[src/rtl/button_conditioner_if.sv]
// Button conditioner signal bundle: raw button pins in, debounced levels and
// press/release strobes out. The master drives the pins; the conditioner is the slave.
interface button_conditioner_if;
  logic button1;
  logic button2;
  logic btn1_level;
  logic btn2_level;
  logic btn1_press;
  logic btn2_press;
  logic btn1_release;
  logic btn2_release;

  modport master (
    output button1, button2,
    input  btn1_level, btn2_level, btn1_press, btn2_press, btn1_release, btn2_release
  );

  modport slave (
    input  button1, button2,
    output btn1_level, btn2_level, btn1_press, btn2_press, btn1_release, btn2_release
  );
endinterface

[src/rtl/button_conditioner.sv]
// Two independent button channels. Each channel is a 2-FF synchronizer, then a
// debounce counter, then registered level and one-cycle press/release strobes.
// Define BTN_AUTOREPEAT_EN to make a held button re-fire presses.
module button_conditioner #(
  parameter int unsigned DEBOUNCE_CYCLES = 1_000_000,
  parameter int unsigned REPEAT_DELAY    = 50_000_000,
  parameter int unsigned REPEAT_PERIOD   = 20_000_000
) (
  input logic                  clk,
  input logic                  reset,
  button_conditioner_if.slave  bus
);

  localparam int unsigned CW_RAW = $clog2(DEBOUNCE_CYCLES);
  localparam int unsigned CW     = (CW_RAW < 1) ? 1 : CW_RAW;
  localparam logic [CW-1:0] CNT_MAX = CW'(DEBOUNCE_CYCLES - 1);

  logic [1:0]    raw;
  logic [1:0]    s1_q, s2_q;
  logic [1:0]    lvl_q, lvl_d;
  logic [1:0]    press_q, press_d;
  logic [1:0]    release_q, release_d;
  logic [1:0]    rise, fall;
  logic [CW-1:0] cnt_q [2];
  logic [CW-1:0] cnt_d [2];

  // Gather the raw pins into a per-channel vector
  always_comb begin
    raw = {bus.button2, bus.button1};
  end

  // Debounce: the level flips only after DEBOUNCE_CYCLES consecutive differing samples
  always_comb begin
    for (int unsigned ch = 0; ch < 2; ch++) begin
      lvl_d[ch] = lvl_q[ch];
      cnt_d[ch] = '0;
      if (s2_q[ch] != lvl_q[ch]) begin
        if (cnt_q[ch] == CNT_MAX) begin
          lvl_d[ch] = s2_q[ch];
        end else begin
          cnt_d[ch] = cnt_q[ch] + CW'(1);
        end
      end
    end
    rise = lvl_d & ~lvl_q;
    fall = ~lvl_d & lvl_q;
  end

`ifdef BTN_AUTOREPEAT_EN
  localparam int unsigned RMAX   = (REPEAT_DELAY > REPEAT_PERIOD) ? REPEAT_DELAY : REPEAT_PERIOD;
  localparam int unsigned RW_RAW = $clog2(RMAX);
  localparam int unsigned RW     = (RW_RAW < 1) ? 1 : RW_RAW;
  localparam logic [RW-1:0] DELAY_MAX  = RW'(REPEAT_DELAY - 1);
  localparam logic [RW-1:0] PERIOD_MAX = RW'(REPEAT_PERIOD - 1);

  typedef enum logic [1:0] {
    ST_IDLE,
    ST_DELAY,
    ST_REPEAT
  } rep_state_e;

  rep_state_e    state_q [2];
  rep_state_e    state_d [2];
  logic [RW-1:0] rcnt_q  [2];
  logic [RW-1:0] rcnt_d  [2];
  logic [1:0]    rep;

  // Repeat FSM: a fall always wins, so no repeat press can share a cycle with release
  always_comb begin
    rep = '0;
    for (int unsigned ch = 0; ch < 2; ch++) begin
      state_d[ch] = state_q[ch];
      rcnt_d[ch]  = rcnt_q[ch];
      if (fall[ch]) begin
        state_d[ch] = ST_IDLE;
        rcnt_d[ch]  = '0;
      end else if (rise[ch]) begin
        state_d[ch] = ST_DELAY;
        rcnt_d[ch]  = '0;
      end else begin
        case (state_q[ch])
          ST_DELAY: begin
            if (rcnt_q[ch] == DELAY_MAX) begin
              rep[ch]     = 1'b1;
              state_d[ch] = ST_REPEAT;
              rcnt_d[ch]  = '0;
            end else begin
              rcnt_d[ch] = rcnt_q[ch] + RW'(1);
            end
          end
          ST_REPEAT: begin
            if (rcnt_q[ch] == PERIOD_MAX) begin
              rep[ch]    = 1'b1;
              rcnt_d[ch] = '0;
            end else begin
              rcnt_d[ch] = rcnt_q[ch] + RW'(1);
            end
          end
          default: begin
            state_d[ch] = ST_IDLE;
            rcnt_d[ch]  = '0;
          end
        endcase
      end
    end
  end

  // Repeat FSM state and counter registers
  always_ff @(posedge clk or negedge reset) begin
    if (!reset) begin
      for (int unsigned ch = 0; ch < 2; ch++) begin
        state_q[ch] <= ST_IDLE;
        rcnt_q[ch]  <= '0;
      end
    end else begin
      for (int unsigned ch = 0; ch < 2; ch++) begin
        state_q[ch] <= state_d[ch];
        rcnt_q[ch]  <= rcnt_d[ch];
      end
    end
  end

  // Strobes: press on debounced rise or repeat tick, release on debounced fall
  always_comb begin
    press_d   = rise | rep;
    release_d = fall;
  end
`else
  // Strobes: exactly one press per debounced rise, one release per fall
  always_comb begin
    press_d   = rise;
    release_d = fall;
  end
`endif

  // Synchronizer, debounce and output registers
  always_ff @(posedge clk or negedge reset) begin
    if (!reset) begin
      s1_q      <= '0;
      s2_q      <= '0;
      lvl_q     <= '0;
      press_q   <= '0;
      release_q <= '0;
      for (int unsigned ch = 0; ch < 2; ch++) begin
        cnt_q[ch] <= '0;
      end
    end else begin
      s1_q      <= raw;
      s2_q      <= s1_q;
      lvl_q     <= lvl_d;
      press_q   <= press_d;
      release_q <= release_d;
      for (int unsigned ch = 0; ch < 2; ch++) begin
        cnt_q[ch] <= cnt_d[ch];
      end
    end
  end

  assign bus.btn1_level   = lvl_q[0];
  assign bus.btn2_level   = lvl_q[1];
  assign bus.btn1_press   = press_q[0];
  assign bus.btn2_press   = press_q[1];
  assign bus.btn1_release = release_q[0];
  assign bus.btn2_release = release_q[1];

endmodule

[src/flat_wrapper.sv]
// flat-port wrapper written by rule: the top's interface ports become plain ports
module button_conditioner_flat 
#(
  parameter int unsigned DEBOUNCE_CYCLES = 1_000_000,
  parameter int unsigned REPEAT_DELAY    = 50_000_000,
  parameter int unsigned REPEAT_PERIOD   = 20_000_000
)
  (clk, reset, bus_button1, bus_button2, bus_btn1_level, bus_btn2_level, bus_btn1_press, bus_btn2_press, bus_btn1_release, bus_btn2_release);
  button_conditioner_if bus_i ();
  input logic clk;
  input logic reset;
  input wire logic [$bits(bus_i.button1)-1:0] bus_button1;
  input wire logic [$bits(bus_i.button2)-1:0] bus_button2;
  output wire logic [$bits(bus_i.btn1_level)-1:0] bus_btn1_level;
  output wire logic [$bits(bus_i.btn2_level)-1:0] bus_btn2_level;
  output wire logic [$bits(bus_i.btn1_press)-1:0] bus_btn1_press;
  output wire logic [$bits(bus_i.btn2_press)-1:0] bus_btn2_press;
  output wire logic [$bits(bus_i.btn1_release)-1:0] bus_btn1_release;
  output wire logic [$bits(bus_i.btn2_release)-1:0] bus_btn2_release;
  assign bus_i.button1 = bus_button1;
  assign bus_i.button2 = bus_button2;
  assign bus_btn1_level = bus_i.btn1_level;
  assign bus_btn2_level = bus_i.btn2_level;
  assign bus_btn1_press = bus_i.btn1_press;
  assign bus_btn2_press = bus_i.btn2_press;
  assign bus_btn1_release = bus_i.btn1_release;
  assign bus_btn2_release = bus_i.btn2_release;
  button_conditioner #(.DEBOUNCE_CYCLES(DEBOUNCE_CYCLES), .REPEAT_DELAY(REPEAT_DELAY), .REPEAT_PERIOD(REPEAT_PERIOD)) u_core (.clk(clk), .reset(reset), .bus(bus_i));
endmodule
[config.mk]
export PLATFORM = sky130hd
export DESIGN_NAME = button_conditioner_flat
export DESIGN_NICKNAME = d
export VERILOG_FILES = /design/src/rtl/button_conditioner_if.sv /design/src/rtl/button_conditioner.sv /design/src/flat_wrapper.sv
export SDC_FILE = /design/constraint.sdc
export NUM_CORES = 1
export LEC_CHECK = 0
export ABC_AREA = 0
export BUFFER_PORTS_ARGS = -buffer_cell sky130_fd_sc_hd__buf_2
export CORE_MARGIN = 2
export CORE_UTILIZATION = 65
export CTS_CLUSTER_SIZE = 30
export DETAILED_ROUTE_END_ITERATION = 10
export GPL_TIMING_DRIVEN = 0
export HOLD_SLACK_MARGIN = 0.08
export PLACE_DENSITY_LB_ADDON = 0.1
export SYNTH_ARGS = -nofsm -noshare
export SYNTH_HDL_FRONTEND = slang
export SYNTH_SLANG_ARGS = --single-unit
[constraint.sdc]
create_clock -name clk -period 5.1 [get_ports clk]
set_clock_uncertainty 0.1 [all_clocks]
set_input_delay 1.02 -clock clk [delete_from_list [all_inputs] [get_ports clk]]
set_output_delay 1.02 -clock clk [all_outputs]
set_load 0.03 [all_outputs]
==> results of run 1 <==
kinds of logic after synthesis:
group | Yosys count
AND/OR/NAND/NOR | 105
flip-flops | 50
AO/OA/AOI/OAI | 32
XOR/XNOR | 23
buffers and inverters | 16
multiplexers | 2
adder cells (fa/ha/maj) | 2
flip-flops by register name, indices dropped and copies added, names as in the netlist:
| register | count |
|---|---|
| u_core.lvl_q | 2 |
| u_core.s2_q | 2 |
| u_core.press_q | 2 |
| u_core.s1_q | 2 |
| u_core.cnt_q | 40 |
| u_core.release_q | 2 |
routing by layer:
layer | track usage (%) | vias to the layer above | wire length [um]
met5 | 0 | - | 0
met4 | 7.34 | 0 | 57
met3 | 7.04 | 7 | 224
met2 | 45.6 | 55 | 2420
met1 | 28.8 | 896 | 1800
li1 | - | 844 | -
worst max-delay path, stage by stage (launching register included):
cell	delay, ps
dfrtp_1	470
or4_1	580
nor4_1	340
a21bo_2	180
buf_2	210
buf_2	260
nor2_1	80
stage by stage:
step | area (um2) | util (%) | total power, mW
final | 2510 | 73.9 | 0.617
after global routing | 2510 | 73.9 | 0.646
after CTS | 2510 | 73.9 | 0.620
after detailed placement | 2450 | 72.2 | 0.439
after global placement | 2450 | 72.2 | 0.437
after floorplan | 2340 | - | 0.426
cells in the final DEF, fill, tap and decap left out, types with 5 or more instances in the layout:
cell / count
or3_1: 7
a21oi_1: 14
nor2_1: 27
o21ai_0: 10
o31ai_1: 5
nand4_1: 6
or4_1: 9
buf_2: 15
xnor2_1: 12
dfrtp_1: 50
nand3_1: 17
inv_1: 8
xor2_1: 11
nand2_1: 9
clkbuf_4: 5
cell type report:
class / count / area (um2) / share of cell area (%)
multi-input combinational: 164 / 1020 / 40.9
inverter: 8 / 30.0 / 1.20
tap: 46 / 57.6 / 2.30
clock buffer: 7 / 55.1 / 2.20
clock inverter: 1 / 5.00 / 0.200
timing repair buffer: 9 / 45.0 / 1.80
buffer: 8 / 37.5 / 1.50
sequential: 50 / 1250 / 49.9
power breakdown:
group          switching (mW)  total (mW)  internal, mW
Combinational          0.0160      0.0229       0.00690
Sequential            0.00593       0.408         0.402
Clock                   0.119       0.186        0.0670
Yosys cell counts (all sizes together):
library cell	count	area share [%]
nor4b	1	0.37
dfrtp	50	53
clkbuf	2	0.32
ha	2	1.1
nor3b	4	1.3
and3	5	1.4
nand3	18	4.1
a21oi	15	3.4
and4b	1	0.43
o31ai	5	1.6
or4bb	1	0.48
xnor2	12	4.5
and2	3	0.80
or4	11	3.7
and4	2	0.75
buf	6	1.3
xor2	11	4.1
mux2	2	0.96
nor2	27	4.3
inv	8	1.3
nand4	6	1.6
or2	2	0.53
o21ai	10	2.1
a21bo	1	0.43
a31o	1	0.37
nand2	9	1.4
nor3	3	0.64
nor4	2	0.53
or3	10	2.8
how the worst max path moves through the flow:
stage | endpoint | slack [ps] | startpoint
floorplan | u_core.cnt_q[38]$_DFF_PN0_ | 3020 | u_core.cnt_q[20]$_DFF_PN0_
global placement | u_core.cnt_q[7]$_DFF_PN0_ | 2860 | u_core.cnt_q[12]$_DFF_PN0_
detailed placement | u_core.cnt_q[4]$_DFF_PN0_ | 2840 | u_core.cnt_q[12]$_DFF_PN0_
CTS | u_core.cnt_q[4]$_DFF_PN0_ | 2820 | u_core.cnt_q[12]$_DFF_PN0_
global route | u_core.cnt_q[4]$_DFF_PN0_ | 2690 | u_core.cnt_q[12]$_DFF_PN0_
finish | u_core.cnt_q[10]$_DFF_PN0_ | 2780 | u_core.cnt_q[12]$_DFF_PN0_
==> metrics.txt, run 1 <==
status=complete, no violations; worst endpoint required time=~5300 ps; critical path capture point type=flop; layout cells sized above 1=14.6%; Final Non-Filler Cells=around 290; Fill cells=approximately 220; clock tree from TritonCTS=yes; Seq/Total Area, Yosys=53.4%; Worst-path clk slew=140 ps; drt pass-1 iters=5; Tot GR Track Use=25.2%; Core ar.=between 0.003 and 0.004 mm2; RR Startpoint=u_core.cnt_q[12]$_DFF_PN0_; vias in the first global route=1792; Synth Area in Simple Gates=roughly 25%; Layout Nets=about 250; largest family of logic cells by synthesized area=simple AND/OR/NAND/NOR gates; critical path type=reg -> reg; hold-critical path depth=0; mux cell area share after synthesis=less than 1%; Max Buffers Root-to-Sink=2; Final min period=~2300 ps; Vias/cell=a little over 6; DP HPWL=about 3.2 mm; Ant. Diodes=0; 1st-iter DRT viols=119; Leak=around 1.1 nW; RSZ-0062 raised after global routing=false; GRT overflow=0; clk sinks=50; r2r endpoint=u_core.cnt_q[10]$_DFF_PN0_; dpl cells=between 200 and 300; Post-Route WL=~4.5 mm; Fin. Hold Viols=0; final worst setup slack=roughly 2800 ps; Ports=10; Synth Area in Compound Gates=roughly 8%; DRC violations left=0; row count=21; initial antenna violation count=0; wire per inst=approximately 15 um; slew margin rel.=approximately 29%; first-pass GRT wire length=just under 8 mm; R2R Setup Slk=~2800 ps; post-cts resize count=0; RePlAce Congestion=0.823; pre-CTS setup slack=2840 ps; port bufs=9; Vias=about 1800; Syn Inst Count=230; min-delay src=u_core.s1_q[1]$_DFF_PN0_; max frequency=~0.43 GHz; Die ar.=between 0.004 and 0.005 mm2; CTS H-tree lvls=2; Peak supply drop=0.180 mV; Yosys cell types=35; Die Ht=around 64 um; Die W=64.0 um; Final Cycle Share=45.6%; Adder-Cell Fraction of Synth Area=under 10%; Setup TNS=0 ps; Slew Viols, Final=0; Syn Std Cell Area=0.00234 mm2; syn avg cell area=approximately 10 um2; Area Growth Syn to Fin=6.94%; r2r worst-path depth=6; Antenna Violating Nets Remaining=0; pin count of the biggest net entering global routing=a little over 50; final hold slack=about 270 ps; Hold Path Class=reg -> reg; arrival time worst endpoint=2490 ps; Yosys Warn Count=0; Slew @ Worst Pin=roughly 1100 ps; largest fanout on the critical path=10; max-cap viol count=0; Hold EP=u_core.s2_q[1]$_DFF_PN0_; cell at the root of the clock tree=clkbuf_4; Mapped Nets=~240; xor/xnor share of the synthesized area=between 8 and 9%; setup bufs post-CTS=0; Critical Path Start Type=flop; power density over cell area=between 200 and 250 mW/mm2; hold_buf cts=0; flops & latches, synth=50; Starting Density=69.1%; clk_lat worst skew=approximately 370 ps; CTS Buf Count=5; Final Setup Violations=0
Note: power is estimated with default switching activity, not from simulation.
==> run 2, diff against run 1 <==
--- a/config.mk
+++ b/config.mk
@@ -8,7 +8,7 @@
 export ABC_AREA = 0
 export BUFFER_PORTS_ARGS = -buffer_cell sky130_fd_sc_hd__buf_2
 export CORE_MARGIN = 2
-export CORE_UTILIZATION = 65
+export CORE_UTILIZATION = 54
 export CTS_CLUSTER_SIZE = 30
 export DETAILED_ROUTE_END_ITERATION = 10
 export GPL_TIMING_DRIVEN = 0
==> constraint.sdc (replaced) <==
create_clock -name clk -period 2 [get_ports clk]
set_clock_uncertainty 0.1 [all_clocks]
set_input_delay 0.4 -clock clk [delete_from_list [all_inputs] [get_ports clk]]
set_output_delay 0.4 -clock clk [all_outputs]
set_load 0.03 [all_outputs]
==> run 2 against run 1 <==
Effect of this change: the flow now finishes with violations (setup timing); global-route usage is 6.4 points lower; clock-buffer cell count is 1 lower; sequential share of layout area is 4.9 points lower; final cell count is 6.1% higher; setup slack worse by 2800 ps; worst hold slack worse by 160 ps; non-clock buffer count is 15 higher; cell area is 11% higher; clock power grew to 3.9 times the previous value.
==> metrics.txt, run 2 (same netlist as run 1, synthesis figures left out) <==
clk_lat worst skew=300 ps (-70 ps); pre-CTS setup slack=-253 ps (-3090 ps); pin count of the biggest net entering global routing=51 (unchanged); first-pass GRT wire length=7.45 mm (-6.1%); routing usage on met2=29.0% (-17 points); Final min period=2040 ps (-287 ps); layer with the highest usage=met2; critical path type=reg -> reg; Vias=1747 (-3.1%); port bufs=9 (unchanged); wire per inst=14.2 um (-7.5%); commonest non-fill, non-tap cell in the layout=dfrtp_1; arrival time worst endpoint=2160 ps (-330 ps); Slew @ Worst Pin=1070 ps (-2.48 ps); Peak supply drop=0.450 mV (+150%); layout cells sized above 1=26.1% (+11 points); drt pass-1 iters=4 (-1); critical path capture point type=flop; Max Buffers Root-to-Sink=2 (unchanged); GR Layer Usage met1=26.7% (-2.1 points); hold_buf cts=0 (unchanged); failing checks=setup timing; slew margin rel.=28.9% (+0.17 points); Leak=1.16 nW (+10%); RePlAce Congestion=0.802 (-2.6%); final worst setup slack=-36.5 ps (-2810 ps); clk sinks=50 (unchanged); largest fanout on the critical path=9 (-1); DRC violations left=0 (unchanged); Final Setup Violations=2 (+2); Die ar.=0.00488 mm2 (+19%); initial antenna violation count=0 (unchanged); RSZ-0062 raised after global routing=true; Final Cycle Share=102% (+56 points); Antenna Violating Nets Remaining=0 (unchanged); worst endpoint required time=2120 ps (-3140 ps); Core ar.=0.00409 mm2 (+21%); met3 Usage GRT=4.04% (-3.0 points); Ports=10 (unchanged); Starting Density=57.3% (-12 points); Hold Path Class=in -> reg; Layout Nets=267 (+6.0%); Tot GR Track Use=18.7% (-6.4 points); vias in the first global route=1668 (-6.9%); clock tree from TritonCTS=yes; final hold slack=101 ps (-164 ps); Largest Register=u_core.cnt_q; final core utilization=68.2% (-5.7 points); DP HPWL=2.76 mm (-13%); CTS Buf Count=5 (unchanged); Area Growth Syn to Fin=19.0%; Critical Path Start Type=flop; Ant. Diodes=0 (unchanged); max-cap viol count=0 (unchanged); status=finished, violations left; Post-Route WL=4.42 mm (-1.8%); cell at the root of the clock tree=clkbuf_8; max frequency=0.491 GHz (+14%); Die W=69.9 um (+9.1%); Die Ht=69.9 um (+9.1%); Fin. Hold Viols=0 (unchanged); 1st-iter DRT viols=98 (-18%); power density over cell area=661 mW/mm2 (+170%); GRT overflow=0 (unchanged); Slew Viols, Final=0 (unchanged); CTS H-tree lvls=2 (unchanged); Vias/cell=5.62 (-8.7%); most frequent cells in the layout=dfrtp_1 (47), nor2_1 (27), buf_4 (18), nand3_1 (15), a21oi_1 (13); row count=23 (+9.5%); max reg flops=40 (unchanged); Worst-path clk slew=90 ps (-50 ps)
run 2: final timing paths:
| path | end | cells after the start | startpoint | slack, ps |
|---|---|---|---|---|
| max in group asynchronous | u_core.cnt_q[12]$_DFF_PN0_ | 1 | reset | 890 |
| min reg2reg | u_core.s2_q[0]$_DFF_PN0_ | 0 | u_core.s1_q[0]$_DFF_PN0_ | 250 |
| max reg2reg | u_core.cnt_q[37]$_DFF_PN0_ | 5 | u_core.cnt_q[27]$_DFF_PN0_ | -40 |
| min in group asynchronous | u_core.cnt_q[15]$_DFF_PN0_ | 1 | reset | 200 |
| min | u_core.s1_q[1]$_DFF_PN0_ | 1 | bus_button2 | 100 |
| max | u_core.cnt_q[37]$_DFF_PN0_ | 5 | u_core.cnt_q[27]$_DFF_PN0_ | -40 |
run 2: worst max-delay path: stages (launching register included):
cell and delay (ps):
dfrtp_1 420, nand3_1 160, or4_1 560, buf_6 160, or4_1 400, a21oi_1 160
run 2: area by class of cell:
| cell class | instances | area (um2) |
|---|---|---|
| inverter | 8 | 30.0 |
| multi-input combinational | 164 | 1100 |
| clock buffer | 6 | 82.6 |
| fill | 312 | 1300 |
| tap | 50 | 62.6 |
| clock inverter | 1 | 30.0 |
| buffer | 5 | 45.0 |
| timing repair buffer | 27 | 184 |
| sequential | 50 | 1250 |
run 2: where the power goes:
part	leakage, nW	total (mW)	switching, mW	internal (mW)
Clock	0.0573	0.722	0.322	0.400
Sequential	0.679	1.04	0.0135	1.02
Combinational	0.428	0.0842	0.0496	0.0346
run 2: per-stage QoR:
step | power, mW | instances | cell area, um2 | TNS (ps)
5_1_grt | 1.91 | 311 | 2790 | -247
3_5_place_dp | 1.12 | 289 | 2470 | -3720
3_3_place_gp | 1.12 | 289 | 2470 | -2990
4_1_cts | 1.85 | 303 | 2660 | 0
2_1_floorplan | 1.09 | 230 | 2360 | 0
6_report | 1.84 | 311 | 2790 | -51.0
run 2: timing repair:
action,CTS,global route
pin swaps,3,6
setup buffers,8,10
endpoints found under the setup margin,32,43
gates resized for setup,5,21
run 2: metal layers:
metal  vias to the layer above  part of all wire, %
met5                         -                    0
met4                         0                  1.4
met3                         7                  2.5
met2                        22                   46
met1                       847                   50
li1                        871                    -
==> run 3, diff against run 2 <==
--- a/config.mk
+++ b/config.mk
@@ -14,6 +14,7 @@
 export GPL_TIMING_DRIVEN = 0
 export HOLD_SLACK_MARGIN = 0.08
 export PLACE_DENSITY_LB_ADDON = 0.1
+export REMOVE_ABC_BUFFERS = 1
 export SYNTH_ARGS = -nofsm -noshare
 export SYNTH_HDL_FRONTEND = slang
 export SYNTH_SLANG_ARGS = --single-unit
==> run 3 against run 2 <==
Effect of this change: the flow still finishes with violations (setup timing); cell area is 2.1% lower; maximum frequency decreased by 2.4%; power decreased by 9.8%; non-clock buffer count shrank 13; final cell count decreased by 3.2%; via count up 5.2%; sequential cell count unchanged; largest power group unchanged.
==> metrics.txt, run 3 (same netlist as run 1, synthesis figures left out) <==
critical path capture point type=flop; Final min period=2090 ps (+49.4 ps); Pwr Total=1.66 mW (-9.8%); Ports=10 (unchanged); power density over cell area=609 mW/mm2 (-7.8%); r2r worst-path depth=5 (unchanged); max reg flops=40 (unchanged); Hold Path Class=in -> reg; wire per inst=16.7 um (+18%); Largest Register=u_core.cnt_q; Buf/Inv on CP=1 (unchanged); first-pass GRT wire length=7.78 mm (+4.4%); Die Ht=69.9 um (unchanged); Fin. Hold Viols=0 (unchanged); clock tree from TritonCTS=yes; most frequent cells in the layout=dfrtp_1 (48), nor2_1 (18), nand3_1 (16), xnor2_1 (12), a21oi_1 (12); Core ar.=0.00409 mm2 (unchanged); slowest stage delay, CP=550 ps (about the same); Final Cycle Share=104% (+2.5 points); CTS H-tree lvls=2 (unchanged); clk sinks=50 (unchanged); layout cells sized above 1=25.5% (-0.56 points); Max Buffers Root-to-Sink=2 (unchanged); largest fanout on the critical path=5 (-4); DP HPWL=2.86 mm (+3.6%); Fill cells=325 (+4.2%); Vias/cell=6.10 (+8.6%); drt pass-1 iters=4 (unchanged); RePlAce Congestion=0.837 (+4.4%); max-cap viol count=0 (unchanged); Setup TNS=-1380 ps (-1330 ps); critical path type=reg -> reg; Post-Route WL=5.03 mm (+14%); Antenna Violating Nets Remaining=0 (unchanged); DRC violations left=0 (unchanged); clk_lat worst skew=290 ps (about the same); hold-critical path depth=1 (unchanged); Die ar.=0.00488 mm2 (unchanged); CP delay by family, top=simple AND/OR/NAND/NOR gates; Slew Viols, Final=0 (unchanged); Peak supply drop=0.551 mV (+23%); RSZ-0062 raised after global routing=true; pin count of the biggest net entering global routing=51 (unchanged); CTS Buf Count=5 (unchanged); CP cell instances=or4_4 -> nor4_4 -> buf_4 -> a31o_4 -> a21oi_2; Starting Density=57.3% (unchanged); vias in the first global route=1771 (+6.2%); failing checks=setup timing; cell at the root of the clock tree=clkbuf_8; port bufs=9 (unchanged); Slew @ Worst Pin=1070 ps (+7.79 ps); worst endpoint required time=2080 ps (-40 ps); GRT overflow=0 (unchanged); pre-CTS setup slack=-272 ps (-19.1 ps); commonest non-fill, non-tap cell in the layout=dfrtp_1; status=finished, violations left; Ant. Diodes=0 (unchanged); row count=23 (unchanged); Layout Nets=257 (-3.7%); max frequency=0.479 GHz (-2.4%); Vias=1837 (+5.2%); Worst-path clk slew=80 ps (about the same); final worst setup slack=-85.9 ps (-49.4 ps); initial antenna violation count=0 (unchanged); CP max-delay cell=or4_4; slew margin rel.=28.4% (-0.52 points); Die W=69.9 um (unchanged); Leak=1.10 nW (-5.8%); Final Setup Violations=21 (+19); 1st-iter DRT viols=139 (+42%); Area Growth Syn to Fin=16.5%; Tot GR Track Use=19.5% (+0.82 points); arrival time worst endpoint=2160 ps (about the same); Critical Path Start Type=flop; cell count along the critical path=5 (unchanged)
[run 3: final cells by class]
type / instances / area, um2 / share of cell area (%)
multi-input cells: 167 / 1190 / 43.5
clock buffers: 7 / 76.3 / 2.80
repair buffers: 19 / 120 / 4.40
inverters: 8 / 30.0 / 1.10
flip-flops and latches: 50 / 1250 / 45.9
well taps: 50 / 62.6 / 2.29
[run 3: path summary, 6_finish.rpt]
path,slack (ps),startpoint,end
worst max-delay path,-90,u_core.cnt_q[26]$_DFF_PN0_,u_core.cnt_q[35]$_DFF_PN0_
worst min-delay path,110,bus_button2,u_core.s1_q[1]$_DFF_PN0_
worst max register to register,-90,u_core.cnt_q[26]$_DFF_PN0_,u_core.cnt_q[35]$_DFF_PN0_
worst min register to register,260,u_core.s1_q[1]$_DFF_PN0_,u_core.s2_q[1]$_DFF_PN0_
max in group asynchronous,870,reset,u_core.cnt_q[29]$_DFF_PN0_
min in group asynchronous,190,reset,u_core.cnt_q[32]$_DFF_PN0_
[run 3: power by group]
part	switching (mW)	internal, mW
sequential	0.0121	1.02
combinational	0.0554	0.0311
clock	0.299	0.241
total	0.367	1.30
[run 3: through the flow]
| step | utilization [%] | std cells | hold slack, ps | cell area, um2 |
|---|---|---|---|---|
| after CTS | 63.1 | 291 | 102 | 2580 |
| after detailed placement | 59.1 | 281 | 241 | 2410 |
| after global placement | 59.1 | 281 | 234 | 2410 |
| final | 66.8 | 301 | 109 | 2730 |
| after floorplan | - | 222 | 4.41 | 2310 |
| after global routing | 66.8 | 301 | 92.3 | 2730 |
[run 3: routing by layer]
layer  vias up  GRT usage [%]  part of all wire, %
li1        864              -                    -
met1       936           26.8                   47
met2        33           31.1                   48
met3         4           4.76                  3.9
met4         0           5.77                 0.76
met5         -              0                    0
[run 3: worst register-to-register path, stage by stage (launching register included)]
cell and delay [ps]:
dfrtp_2 440, or4_4 550, nor4_4 410, buf_4 200, a31o_4 220, a21oi_2 50
[run 3: timing repair]
item,CTS,global route
buffers inserted,3,7
pin swaps,4,12
gates resized for setup,12,19
hold buffers,0,0
cloned,0,3
hold endpoints to repair,0,0
endpoints found under the setup margin,42,41
